File: config.mk
export PLATFORM = sky130hd
export DESIGN_NAME = falafel_input_demux
export DESIGN_NICKNAME = d
export VERILOG_FILES = /design/src/rtl/falafel_input_demux.sv
export SDC_FILE = /design/constraint.sdc
export NUM_CORES = 1
export LEC_CHECK = 0
export CORE_UTILIZATION = 45
export CTS_CLUSTER_DIAMETER = 100
export CTS_CLUSTER_SIZE = 10
export DETAILED_ROUTE_END_ITERATION = 10
export PLACE_DENSITY = 0.73
export SLEW_MARGIN = 40
export SYNTH_ARGS = -nofsm -noshare
export SYNTH_HDL_FRONTEND = slang
export SYNTH_SLANG_ARGS = --single-unit
File: constraint.sdc
create_clock -name clk_i -period 10.6 [get_ports clk_i]
set_input_delay 2.12 -clock clk_i [delete_from_list [all_inputs] [get_ports clk_i]]
set_output_delay 2.12 -clock clk_i [all_outputs]
set_load 0.02 [all_outputs]
File: src/rtl/falafel_input_demux.sv
// falafel_input_demux
//   Front-end request demultiplexer. Parses a serial stream of 2-beat
//   messages (header, payload) and steers each payload, tagged with the
//   header's message ID, into one of NUM_CH buffered request channels or
//   onto a registered config-register write port. Illegal opcodes are
//   dropped, flagged with a one-cycle pulse and counted (saturating).
//
// Ports
//   clk_i, rst_i       clock, synchronous active-high reset
//   req_val_i/rdy_o    input beat handshake, req_data_i beat contents
//   ch_val_o/ch_rdy_i  per-channel head valid / consumer ready
//   ch_data_o          per-channel head entry {id, payload}, channel c at slice c
//   ch_level_o         per-channel FIFO occupancy
//   cfg_wr_o           one-cycle config write strobe, cfg_addr_o/cfg_data_o held
//   err_o              one-cycle illegal-opcode pulse
//   err_count_o        saturating illegal-opcode count

// Per-channel FIFO. Head entry reads as zero while empty so the channel
// output is clean out of reset without clearing the storage array.
module falafel_ch_fifo #(
  parameter int ENT_W = 72,
  parameter int DEPTH = 4,
  parameter int LVL_W = $clog2(DEPTH + 1)
) (
  input  logic             clk_i,
  input  logic             rst_i,
  input  logic             push,
  input  logic [ENT_W-1:0] din,
  input  logic             rdy,
  output logic             val,
  output logic [ENT_W-1:0] dout,
  output logic             full,
  output logic [LVL_W-1:0] level
);
  localparam int PTR_W = $clog2(DEPTH);

  logic [ENT_W-1:0] mem [DEPTH];
  logic [PTR_W-1:0] rd_ptr, wr_ptr;
  logic [LVL_W-1:0] cnt;
  logic             pop;

  assign val   = (cnt != '0);
  assign full  = (cnt == LVL_W'(DEPTH));
  assign pop   = val && rdy;
  assign dout  = val ? mem[rd_ptr] : '0;
  assign level = cnt;

  // DEPTH is a power of two, so pointer overflow is the modulo wrap.
  always_ff @(posedge clk_i) begin
    if (rst_i) begin
      rd_ptr <= '0;
      wr_ptr <= '0;
      cnt    <= '0;
    end else begin
      if (push) wr_ptr <= wr_ptr + 1'b1;
      if (pop)  rd_ptr <= rd_ptr + 1'b1;
      case ({push, pop})
        2'b10:   cnt <= cnt + 1'b1;
        2'b01:   cnt <= cnt - 1'b1;
        default: ;
      endcase
    end
  end

  always_ff @(posedge clk_i) begin
    if (push) mem[wr_ptr] <= din;
  end
endmodule

module falafel_input_demux #(
  parameter int DATA_W     = 64,
  parameter int ID_W       = 8,
  parameter int OPCODE_W   = 4,
  parameter int REG_ADDR_W = 16,
  parameter int NUM_CH     = 2,
  parameter int FIFO_DEPTH = 4
) (
  input  logic                                         clk_i,
  input  logic                                         rst_i,
  input  logic                                         req_val_i,
  output logic                                         req_rdy_o,
  input  logic [DATA_W-1:0]                            req_data_i,
  output logic [NUM_CH-1:0]                            ch_val_o,
  input  logic [NUM_CH-1:0]                            ch_rdy_i,
  output logic [NUM_CH*(ID_W+DATA_W)-1:0]              ch_data_o,
  output logic [NUM_CH*$clog2(FIFO_DEPTH+1)-1:0]       ch_level_o,
  output logic                                         cfg_wr_o,
  output logic [REG_ADDR_W-1:0]                        cfg_addr_o,
  output logic [DATA_W-1:0]                            cfg_data_o,
  output logic                                         err_o,
  output logic [15:0]                                  err_count_o
);
  localparam int ENT_W = ID_W + DATA_W;
  localparam int LVL_W = $clog2(FIFO_DEPTH + 1);
  localparam int HDR_W = OPCODE_W + ID_W + REG_ADDR_W;

  typedef struct packed {
    logic [REG_ADDR_W-1:0] addr;
    logic [ID_W-1:0]       id;
    logic [OPCODE_W-1:0]   op;
  } hdr_t;

  typedef struct packed {
    logic [ID_W-1:0]   id;
    logic [DATA_W-1:0] payload;
  } ent_t;

  typedef enum logic [1:0] {S_HDR, S_DATA, S_CFG} state_t;

  state_t state_q, state_d;
  hdr_t   hdr;
  logic   is_ch, is_cfg, illegal;
  logic   accept_hdr, accept_pl, accept_cfg;
  logic   tgt_full;

  logic [OPCODE_W-1:0]   tgt_q;
  logic [ID_W-1:0]       id_q;
  logic [REG_ADDR_W-1:0] addr_q;
  ent_t                  push_ent;

  logic [NUM_CH-1:0]            push, full;
  logic [NUM_CH-1:0][ENT_W-1:0] ch_data;
  logic [NUM_CH-1:0][LVL_W-1:0] ch_level;

  // Bits above the addr field are don't-care.
  assign hdr     = hdr_t'(req_data_i[HDR_W-1:0]);
  assign is_ch   = (hdr.op < OPCODE_W'(NUM_CH));
  assign is_cfg  = (hdr.op == OPCODE_W'(NUM_CH));
  assign illegal = !is_ch && !is_cfg;

  // Full flag of the channel the pending payload is headed for.
  always_comb begin
    tgt_full = 1'b0;
    for (int c = 0; c < NUM_CH; c++)
      if (tgt_q == OPCODE_W'(c)) tgt_full = full[c];
  end

  assign accept_hdr = (state_q == S_HDR)  && req_val_i;
  assign accept_pl  = (state_q == S_DATA) && req_val_i && !tgt_full;
  assign accept_cfg = (state_q == S_CFG)  && req_val_i;

  always_ff @(posedge clk_i) begin
    if (rst_i) state_q <= S_HDR;
    else       state_q <= state_d;
  end

  // req_rdy_o depends on state and full flags only, never on req_val_i.
  always_comb begin
    state_d   = state_q;
    req_rdy_o = 1'b1;
    case (state_q)
      S_HDR: begin
        if (req_val_i) begin
          if (is_ch)       state_d = S_DATA;
          else if (is_cfg) state_d = S_CFG;
        end
      end
      S_DATA: begin
        req_rdy_o = !tgt_full;
        if (req_val_i && !tgt_full) state_d = S_HDR;
      end
      S_CFG: begin
        if (req_val_i) state_d = S_HDR;
      end
      default: state_d = S_HDR;
    endcase
  end

  always_ff @(posedge clk_i) begin
    if (rst_i) begin
      tgt_q       <= '0;
      id_q        <= '0;
      addr_q      <= '0;
      cfg_wr_o    <= 1'b0;
      cfg_addr_o  <= '0;
      cfg_data_o  <= '0;
      err_o       <= 1'b0;
      err_count_o <= '0;
    end else begin
      if (accept_hdr) begin
        tgt_q  <= hdr.op;
        id_q   <= hdr.id;
        addr_q <= hdr.addr;
      end
      cfg_wr_o <= accept_cfg;
      if (accept_cfg) begin
        cfg_addr_o <= addr_q;
        cfg_data_o <= req_data_i;
      end
      err_o <= accept_hdr && illegal;
      if (accept_hdr && illegal && (err_count_o != 16'hFFFF))
        err_count_o <= err_count_o + 16'd1;
    end
  end

  assign push_ent.id      = id_q;
  assign push_ent.payload = req_data_i;

  for (genvar c = 0; c < NUM_CH; c++) begin : g_ch
    assign push[c] = accept_pl && (tgt_q == OPCODE_W'(c));

    falafel_ch_fifo #(
      .ENT_W (ENT_W),
      .DEPTH (FIFO_DEPTH),
      .LVL_W (LVL_W)
    ) u_fifo (
      .clk_i (clk_i),
      .rst_i (rst_i),
      .push  (push[c]),
      .din   (push_ent),
      .rdy   (ch_rdy_i[c]),
      .val   (ch_val_o[c]),
      .dout  (ch_data[c]),
      .full  (full[c]),
      .level (ch_level[c])
    );
  end

  assign ch_data_o  = ch_data;
  assign ch_level_o = ch_level;
endmodule
After elaboration in Yosys (flattened, before gate mapping)
Memory sizes are Yosys's and may differ from the RTL's. A register that Yosys moved wholly into a read port is not among the register bits.
Index checks and enable logic that the tools add are counted.
{ "totals": {"reg_bits": 142, "mem_bits_rw": 576, "input_bits": 69, "output_inout_bits": 251, "word_cells": 85, "mem_count": 2} }
{ "mem_list": {"columns": ["memory", "depth", "width", "rd", "rd_ports_with_merged_regs", "wr", "line", "rtl"], "rows": [
  ["g_ch[0].u_fifo.mem", 4, 72, 1, 1, 1, "37", "logic [ENT_W-1:0] mem [DEPTH];"],
  ["g_ch[1].u_fifo.mem", 4, 72, 1, 1, 1, "37", null]
]} }
{ "classes": {"n_addsub": 9, "order_cmp": 1, "n_eq_ne": 15, "n_mux": 21, "n_reduce_logical": 22} }
{ "ops": {"columns": ["op", "n"], "rows": [
  ["$mux W72", 2],
  ["$mux W2", 9],
  ["$add A16 B1 Y16 const B", 1],
  ["$ne A16 B16 Y1 const B", 1],
  ["$logic_and A1 B1 Y1", 12],
  ["$pmux W3 S2", 2],
  ["$add A2 B1 Y2 const B", 4],
  ["$mux W1", 7],
  ["$add A3 B1 Y3 const B", 2],
  ["$eq A2 B1 Y1 const B", 3],
  ["$eq A2 B2 Y1 const B", 3],
  ["$eq A3 B3 Y1 const B", 2],
  ["$pmux W2 S3", 1],
  ["$reduce_bool A3 Y1", 2],
  ["$sub A3 B1 Y3 const B", 2],
  ["$eq A4 B1 Y1 const B", 1],
  ["$eq A4 B2 Y1 const B", 1],
  ["$logic_not A4 Y1", 1],
  ["$lt A4 B2 Y1 const B", 1],
  ["$ne A2 B2 Y1 const B", 2],
  ["$reduce_and A4 Y1", 1],
  ["$reduce_bool A2 Y1", 2],
  ["$logic_not A1 Y1", 3],
  ["$ne A3 B3 Y1 const B", 1],
  ["other kinds (2)", 2]
]} }

Logic depth before layout (Yosys ltp)
Gate-level depths: netlist of run 1.
{ "logic_depth": {"depth_word": 8, "mapped_depth": 11, "depth_no_buf": 9} }

By module
A second synthesis of run 1 with hierarchy kept.
{ "hier_totals": {"cells_unflattened": 1601, "hier_area_um2": 27506.4} }
{ "modules_own_cells": {"columns": ["module", "instances", "cells_each", "area_per_inst_um2", "seq_area_each_um2"], "rows": [
  ["falafel_ch_fifo", 2, 506, 11403.4, 8828.5],
  ["falafel_input_demux", 1, 589, 4699.5, 2562.5]
]} }

Least setup slack after synthesis of run 1
No wires, ideal clock.
{ "synth_timing": {"kind": "input -> register", "startpoint": "input req_val_i", "endpoint": "memory g_ch[0].u_fifo.mem[0][0], enable pin", "setup_time_ps": 438, "arrival_ps": 4455, "t_required_ps": 10162, "path_slack_ps": 5707, "cell_stages": 4, "path_buffers": 1, "path_cell_list": "nor2b_1 > and4b_1 > clkbuf_1 > and2_1"} }
{ "synth_between": {"elab_chain_len": 5} }
{ "synth_rtl": {"columns": ["element", "line", "rtl"], "rows": [
  ["from (decl)", "80", "input logic req_val_i,"],
  ["$logic_and A1 B1 Y1 (2 in series)", "139", "assign accept_pl = (state_q == S_DATA) && req_val_i && !tgt_full;"],
  ["$logic_and A1 B1 Y1", "200", "assign push[c] = accept_pl && (tgt_q == OPCODE_W'(c));"],
  ["$mux W1", "66", "if (push) mem[wr_ptr] <= din;"],
  ["$mux W1 (implied by the code)", "66", null],
  ["to (decl)", "37", null]
]} }
Every way passes these cells.

==> results.py, run 1 <==
metrics = {
    "timing": {
        "rsz0062_at_grt": "no",
        "skew_ps": 20.7,
        "setup_violations": 0,
        "finalSetupTns_ps": 0,
        "fin_crit_sh_pct": 52.8,
        "fin_hold_ws_ps": 452,
        "timing.final.ws_setup_ps": 5000,
        "drv_slew": 0,
        "finalHoldViolations": 0,
        "max_freq_ghz": 0.179,
        "period_minus_slack_ps": 5600,
        "worst_pin_slew_ps": 841,
        "slew_headroom_pct": 43.9,
    },
    "cells_and_area": {
        "nets": 2013,
        "final_layout_size_suffix_gt1_share_pct": 14.0,
        "synthToLayoutAreaGrowth_pct": 23.7,
        "nFillCells": 4526,
    },
    "global_route": {
        "grt_usage_pct": 21.8,
        "grt_pass1_vias": 15900,
        "grt_first_pass_wirelength_mm": 98.5,
        "grt_max_degree": 90,
        "antenna_found_initial": 3,
        "overflow": 0,
    },
    "placed_design": {
        "dp.final_hpwl_mm": 39.3,
        "gp_congestion": 0.729,
        "port_buffers": 319,
        "dpl_worst_slack_ps": 5350,
    },
    "critical_path": {
        "r2r_start": "state_q[0]",
        "crit_arrival_ps": 3480,
        "slowest_delay_ps": 740,
        "path_cells": "buf_6 -> mux4_2 -> and2_1 -> clkdlybuf4s50_1",
        "required_ps": 8480,
        "crit_end": "ch_data_o[142]",
        "regToRegSetupSlack_ps": 7380,
        "crit_slowest_cell": "dfxtp_4",
        "endpoint_kind": "output port",
        "crit_type": "reg2out",
        "critPathLaunchType": "register",
        "worst-path-max-fanout": 45,
        "r2r-end": "g_ch[0].u_fifo.mem[3][34]",
        "reg2reg_depth": 4,
    },
    "routing": {
        "wl_met3_mm": 5.34,
        "drtIter0Drc": 1051,
        "num_vias": 15200,
        "met2_length_mm": 32.0,
        "wl_mm": 66.2,
        "top_layer": "met5",
        "drc_errors": 0,
        "ant_nets": 0,
        "drtPass1Iterations": 5,
        "met1Wirelength_mm": 27.6,
        "wl_per_cell_um": 23.9,
        "routed_via_density": 5.49,
    },
    "synth": {
        "synth.distinct_cells": 42,
        "yosys_warnings": 0,
        "avgSynthCellArea_sq_um": 17.0,
        "yosysSeqAreaShare_pct": 74.1,
        "syn_nets": 1684,
        "ys_seq_elements": 722,
        "syn_inst": 1602,
        "syn_area_sq_um": 27300,
    },
    "clock_tree": {
        "path_clk_slew_ps": 60,
        "clock_sinks": 722,
        "clock_latency_ps": 610,
        "h-tree-depth": 3,
        "cts_setup_buffers": 0,
        "cts_resized": 0,
        "cts_hold_buf": 0,
        "clockRootBuffer": "clkbuf_16",
        "cts_buffer_depth": 3,
        "numCtsBuffers": 82,
        "cts_tree": "yes",
    },
    "flow_run": {
        "cap_violations": 0,
    },
    "floorplan": {
        "die_w_um": 248,
        "core-area_sq_um": 59500,
        "dieArea_sq_um": 61600,
        "fp.dieH_um": 248,
        "ios": 320,
        "initial_core_util_pct": 45.9,
        "std_cell_rows": 89,
    },
    "power": {
        "p_leak_uw": 0.0105,
        "p_per_area_nw_per_um2": 172,
        "peakVddDrop_mv": 0.128,
    },
    "worst_hold_path": {
        "hold_path.class": "reg2reg",
    },
    "status": {
        "status": "finished, final reports clean",
    },
}
[how the worst min path moves through the flow]
| stage | from | end | slack (ps) | depth (start not counted) |
|---|---|---|---|---|
| CTS | cfg_data_o[11] | cfg_data_o[11] | 450 | 2 |
| detailed placement | cfg_data_o[11] | cfg_data_o[11] | 450 | 2 |
| global placement | cfg_data_o[39] | cfg_data_o[39] | 440 | 2 |
| global route | cfg_data_o[24] | cfg_data_o[24] | 480 | 2 |
| floorplan | addr_q[0] | cfg_addr_o[0] | 430 | 2 |
| finish | cfg_data_o[44] | cfg_data_o[44] | 450 | 2 |
[cell usage in the layout, fill, tap and decap left out, types with 12 or more instances in the layout]
cell type and count:
edfxtp_1 576, clkdlybuf4s50_1 318, nand2_1 224, and2_1 146, mux4_2 144, dfxtp_1 142, a21oi_1 126, clkbuf_16 85
clkbuf_1 61, nor2_1 18, inv_1 16, buf_4 12
[cells by family after synthesis]
family	count (synthesis)	share of synthesized area (%)
flip-flops	722	74.1
AND/OR/NAND/NOR	449	8.25
AO/OA/AOI/OAI	149	2.93
multiplexers	147	12.0
buffers and inverters	112	1.69
adder cells (fa/ha/maj)	13	0.652
XOR/XNOR	10	0.321
[synth_stat cells]
master,instances,area [sq um]
buf_4,3,22.5
nand3_1,9,45.0
nand4b_1,1,8.76
buf_1,6,22.5
nand2_1,224,841
nor4_2,1,12.5
nor3b_4,1,18.8
fa_1,2,40.0
a211o_1,1,8.76
mux4_2,144,3240
nand3b_2,1,11.3
and4b_1,1,10.0
nor4_1,1,6.26
edfxtp_1,576,17300
buf_2,18,90.1
nand2b_1,2,12.5
ha_1,11,138
mux2i_1,3,30.0
o211a_1,1,10.0
xor2_1,6,52.6
or4_1,10,75.1
nor4b_1,1,8.76
o311ai_0,2,17.5
o21ai_0,5,25.0
a21oi_1,126,631
or3b_2,3,26.3
nand4_1,5,31.3
a211oi_1,2,15.0
clkbuf_1,68,255
and4_1,4,35.0
nor2b_1,1,6.26
o41ai_1,2,17.5
buf_6,1,11.3
and2_1,154,963
xnor2_1,4,35.0
o31ai_1,10,75.1
nor3_1,2,10.0
nor2_1,19,71.3
or3_1,7,43.8
or2_2,2,12.5
dfxtp_1,146,2920
inv_1,16,60.1
[worst max-delay path: cells and delay by family, from the launching register on]
kind	cells	cell delay, ps
multiplexers	1	610
AND/OR/NAND/NOR	1	180
buffers and inverters	2	1210
flip-flops	1	740
[registers in the layout, summed over array words and instances, names as in the netlist, 4 cells and up, named ones only]
name,flops
err_count_o,16
id_q,8
addr_q,16
g_ch.u_fifo.mem,576
g_ch.u_fifo.level,6
cfg_data_o,64
tgt_q,4
cfg_addr_o,16
g_ch.u_fifo.wr_ptr,4
g_ch.u_fifo.rd_ptr,4
[cell type report]
class / instances / area, sq um / area share [%]
timing repair buffer: 341 / 3460 / 10.2
sequential: 722 / 20200 / 60.0
clock buffer: 146 / 2360 / 6.98
antenna: 1 / 2.50 / 0.00742
inverter: 16 / 60.1 / 0.178
multi-input combinational: 768 / 6630 / 19.7
tap: 773 / 967 / 2.87
clock inverter: 4 / 30.0 / 0.0890
[per-stage QoR]
step           std cells  util (%)  area (sq um)  total power, uW
5_1_grt             2770      56.7         33700             5970
2_1_floorplan       1602         -         27300             3190
3_5_place_dp        2620      52.7         31300             3300
3_3_place_gp        2614      52.5         31200             3290
4_1_cts             2770      56.7         33700             5840
6_report            2771      56.7         33700             5790
[routing by layer]
layer,track usage [%],up-vias
met4,6.01,2
li1,-,6716
met2,35.5,607
met5,0,-
met3,5.19,92
met1,29.5,7804
[where the power goes]
part           internal [uW]  switching (uW)
registers               3070            11.3
clock network           1490            1060
logic                   61.1            97.1
total                   4620            1170
No activity file was read; power rests on OpenSTA's default activity.
==> run 2, diff against run 1 <==
- clock period: 10.6 -> 5.55 ns (I/O delays scaled with it)
==> results.py, run 2 (same netlist as run 1, synthesis figures left out) <==
metrics = {
    "routing": {
        "drtIter0Drc": 1151,
        "ant_nets": 0,
        "drc_errors": 0,
        "wl_per_cell_um": 23.7,
        "routed_via_density": 5.50,
        "drtPass1Iterations": 5,
        "wl_mm": 66.1,
        "num_vias": 15300,
    },
    "timing": {
        "fin_crit_sh_pct": 77.4,
        "fin_hold_ws_ps": 452,
        "timing.final.ws_setup_ps": 1250,
        "period_minus_slack_ps": 4300,
        "drv_slew": 0,
        "max_freq_ghz": 0.233,
        "setup_violations": 0,
        "finalSetupTns_ps": 0,
        "worst_pin_slew_ps": 844,
        "skew_ps": 19.1,
        "slew_headroom_pct": 43.5,
        "rsz0062_at_grt": "no",
        "finalHoldViolations": 0,
    },
    "placed_design": {
        "gp_congestion": 0.774,
        "dpl_cell_area_sq_um": 31600,
        "dp.final_hpwl_mm": 40.9,
        "post-place-cells": 2632,
        "dpl_worst_slack_ps": 1720,
        "port_buffers": 319,
    },
    "power": {
        "p_int_uw": 8880,
        "power_frac_seq_pct": 52.9,
        "combPwrFrac_pct": 2.7,
        "p_switching_uw": 2230,
        "peakVddDrop_mv": 0.247,
        "swShare_pct": 20.0,
        "clockPowerShare_pct": 44.3,
        "p_per_area_nw_per_um2": 327,
        "p_leak_uw": 0.0107,
    },
    "clock_tree": {
        "h-tree-depth": 3,
        "cts_setup_buffers": 0,
        "clock_latency_ps": 620,
        "numCtsBuffers": 82,
        "cts_tree": "yes",
        "cts_hold_buf": 0,
        "cts_resized": 0,
        "cts_buffer_depth": 3,
        "clock_sinks": 722,
        "path_clk_slew_ps": 60,
        "clockRootBuffer": "clkbuf_16",
    },
    "cells_and_area": {
        "final_cell_area_sq_um": 34000,
        "layout_common_cells": "edfxtp_1 (576), clkdlybuf4s50_1 (318), nand2_1 (224)",
        "synthToLayoutAreaGrowth_pct": 24.7,
        "largestRegisters": "g_ch.u_fifo.mem: 576 flops, cfg_data_o: 64 flops",
        "largest_reg_flops": 576,
        "final_layout_size_suffix_gt1_share_pct": 14.6,
        "seqCellArea_sq_um": 20200,
        "layout_commonest_cell": "edfxtp_1",
        "final_cells": 2785,
        "multi_input_area_sq_um": 6630,
        "nFillCells": 4452,
        "nets": 2027,
        "largest-register": "g_ch.u_fifo.mem",
    },
    "floorplan": {
        "initial_core_util_pct": 45.9,
        "std_cell_rows": 89,
        "dieArea_sq_um": 61600,
        "core-area_sq_um": 59500,
        "ios": 320,
        "fp.dieH_um": 248,
        "die_w_um": 248,
    },
    "critical_path": {
        "crit_slowest_cell": "dfxtp_4",
        "crit_type": "reg2out",
        "path_cells": "buf_4 -> mux4_2 -> and2_1 -> clkdlybuf4s50_1",
        "worst-path-max-fanout": 25,
        "endpoint_kind": "output port",
        "path_delay_family": "buffers and inverters",
        "slowest_delay_ps": 750,
        "crit_arrival_ps": 3190,
        "required_ps": 4440,
        "crit_buf_inv": 2,
        "critPathLaunchType": "register",
    },
    "worst_hold_path": {
        "hold_path.class": "reg2reg",
    },
    "global_route": {
        "grt_pass1_vias": 15900,
        "grt_usage_pct": 21.9,
        "overflow": 0,
        "grt_first_pass_wirelength_mm": 99.2,
        "antenna_found_initial": 1,
        "grt_max_degree": 94,
    },
    "status": {
        "status": "finished, final reports clean",
    },
    "flow_run": {
        "cap_violations": 0,
    },
}
[run 2: changes by cell type in the layout (fill, tap and decap cells not counted), sizes merged]
cell      delta
buf         +14
clkinvlp     -1
clkbuf       +2
clkinv       -1
[run 2: final timing paths]
check / startpoint / to / slack (ps) / cells past startpoint
min: cfg_data_o[11] / cfg_data_o[11] / 450 / 2
max reg2reg: state_q[0] / g_ch[0].u_fifo.mem[0][45] / 2650 / 4
min reg2reg: cfg_data_o[11] / cfg_data_o[11] / 450 / 2
max: register / ch_data_o[130] / 1250 / 4
[run 2: power by group through the flow]
stage,Sequential [uW],Combinational [uW],Clock [uW]
floorplan,5990,111,0
global placement,5990,292,0
detailed placement,5990,304,0
CTS,5880,305,5010
global route,5880,326,5230
finish,5880,305,4920
[run 2: worst reg2reg max path: stages, from the launching register on]
cell and delay [ps]:
dfxtp_1 550, nor4b_1 470, and4b_1 470, and2_4 590, buf_4 460
[run 2: layout make-up]
class,instances,share of cell area [%]
tap,773,2.84
timing repair buffer,355,10.9
inverter,16,0.177
clock buffer,148,7.07
clock inverter,2,0.0515
sequential,722,59.5
antenna,1,0.00736
multi-input combinational,768,19.5
[run 2: layer usage]
layer	share of wire (%)	global-route usage, %	vias up	routed length, um
met5	0.015	0	-	10
met2	48	35.2	556	31900
met1	41	29.8	7896	27400
met4	2.0	6.38	2	1320
li1	-	-	6763	-
met3	8.2	5.46	91	5410
[run 2: through the flow]
stage,total power (uW),utilization [%]
CTS,11200,57.1
global placement,6280,52.6
floorplan,6100,-
finish,11100,57.2
detailed placement,6300,53.1
global route,11400,57.2
==> run 3, diff against run 2 <==
- clock period: 5.55 -> 4.1 ns (I/O delays scaled with it)
==> results.py, run 3 (same netlist as run 1, synthesis figures left out) <==
metrics = {
    "worst_hold_path": {
        "hold_depth": 2,
        "hold_path.class": "reg2reg",
        "hold_end": "cfg_addr_o[4]",
        "hp-start": "addr_q[4]",
    },
    "routing": {
        "drtPass1Iterations": 5,
        "num_vias": 15200,
        "wl_mm": 65.0,
        "drc_errors": 0,
        "drtIter0Drc": 1076,
        "wl_per_cell_um": 23.4,
        "routed_via_density": 5.48,
        "ant_nets": 0,
    },
    "placed_design": {
        "gp_congestion": 0.765,
        "dp.final_hpwl_mm": 38.8,
        "post-place-cells": 2629,
        "port_buffers": 319,
    },
    "floorplan": {
        "ios": 320,
        "initial_core_util_pct": 45.9,
        "fp.dieH_um": 248,
        "core-area_sq_um": 59500,
        "dieArea_sq_um": 61600,
        "die_w_um": 248,
        "std_cell_rows": 89,
    },
    "timing": {
        "max_freq_ghz": 0.267,
        "rsz0062_at_grt": "no",
        "drv_slew": 0,
        "worst_pin_slew_ps": 807,
        "fin_crit_sh_pct": 91.2,
        "slew_headroom_pct": 46.2,
        "setup_violations": 0,
        "period_minus_slack_ps": 3740,
        "finalSetupTns_ps": 0,
        "finalHoldViolations": 0,
        "skew_ps": 35.7,
    },
    "clock_tree": {
        "cts_resized": 0,
        "cts_buffer_depth": 3,
        "cts_setup_buffers": 0,
        "clock_latency_ps": 630,
        "cts_hold_buf": 0,
        "clockRootBuffer": "clkbuf_16",
        "clock_sinks": 722,
        "cts_tree": "yes",
        "path_clk_slew_ps": 60,
        "numCtsBuffers": 82,
        "h-tree-depth": 3,
    },
    "cells_and_area": {
        "final_layout_size_suffix_gt1_share_pct": 14.4,
        "layout_commonest_cell": "edfxtp_1",
        "largest_reg_flops": 576,
        "final_cells": 2782,
        "layout_common_cells": "edfxtp_1 (576), clkdlybuf4s50_1 (318), nand2_1 (224)",
        "nFillCells": 4519,
        "largest-register": "g_ch.u_fifo.mem",
        "largestRegisters": "g_ch.u_fifo.mem: 576 flops, cfg_data_o: 64 flops",
        "nets": 2023,
        "synthToLayoutAreaGrowth_pct": 24.6,
    },
    "power": {
        "swShare_pct": 20.1,
        "p_leak_uw": 0.0106,
        "clockPowerShare_pct": 44.2,
        "combPwrFrac_pct": 2.8,
        "p_switching_uw": 3010,
        "p_int_uw": 12000,
        "power_frac_seq_pct": 53.0,
        "peakVddDrop_mv": 0.243,
        "p_per_area_nw_per_um2": 442,
    },
    "critical_path": {
        "required_ps": 3280,
        "r2r_start": "state_q[0]",
        "r2r-end": "g_ch[0].u_fifo.mem[2][17]",
        "crit_type": "reg2out",
        "regToRegSetupSlack_ps": 1170,
        "crit_arrival_ps": 2920,
        "worst-path-max-fanout": 36,
        "endpoint_kind": "output port",
        "reg2reg_depth": 4,
        "critPathLaunchType": "register",
    },
    "global_route": {
        "grt_usage_pct": 21.5,
        "antenna_found_initial": 4,
        "grt_max_degree": 115,
        "grt_pass1_vias": 15900,
        "grt_first_pass_wirelength_mm": 97.3,
        "overflow": 0,
    },
    "flow_run": {
        "cap_violations": 0,
    },
    "status": {
        "status": "finished, final reports clean",
    },
}
run 3: power groups by stage:
stage                     combinational, uW  clock [uW]  sequential (uW)
after global placement                  401           0             8100
after CTS                               416        6780             7950
after global routing                    445        7050             7960
final                                   414        6630             7960
after floorplan                         150           0             8110
after detailed placement                414           0             8110
run 3: final cells by class:
cell class / instances / area, sq um / area share [%]
Timing Repair Buffer: 351 / 3660 / 10.8
Clock buffer: 148 / 2380 / 7.02
Tap cell: 773 / 967 / 2.85
Multi-Input combinational cell: 768 / 6630 / 19.5
Inverter: 16 / 60.1 / 0.177
Clock inverter: 2 / 25.0 / 0.0737
Antenna cell: 2 / 5.00 / 0.0147
Sequential cell: 722 / 20200 / 59.6
run 3: worst max path at each step:
stage                     slack (ps)  cells after the start      start                        end
after CTS                        280                      4   register              ch_data_o[72]
after floorplan                  510                      4  req_val_i   g_ch[0].u_fifo.mem[1][0]
after detailed placement         640                      5  req_val_i  g_ch[0].u_fifo.mem[2][17]
after global routing             230                      4   register              ch_data_o[72]
final                            360                      4   register              ch_data_o[72]
after global placement           760                      5  req_val_i  g_ch[0].u_fifo.mem[2][13]
run 3: critical path, cell delays in order, from the launching register on:
cell and delay [ps]:
dfxtp_4 590, buf_12 360, mux4_2 540, and2_1 210
clkdlybuf4s50_1 560
run 3: stage by stage:
step / cell area [sq um] / hold WS, ps / util [%] / setup WS (ps) / power (uW)
6_report: 34000 / 437 / 57.1 / 360 / 15000
5_1_grt: 34000 / 471 / 57.1 / 226 / 15500
4_1_cts: 33900 / 440 / 57.1 / 279 / 15100
3_5_place_dp: 31500 / 446 / 53.0 / 644 / 8520
3_3_place_gp: 31500 / 438 / 53.0 / 758 / 8510
2_1_floorplan: 27300 / 432 / - / 507 / 8260
run 3: routing by layer:
metal	GRT usage (%)	wire, um	part of all wire [%]
met5	0	12	0.018
met4	7.28	1510	2.3
met3	5.28	4870	7.5
met2	35.4	32300	50
met1	28.0	26300	41
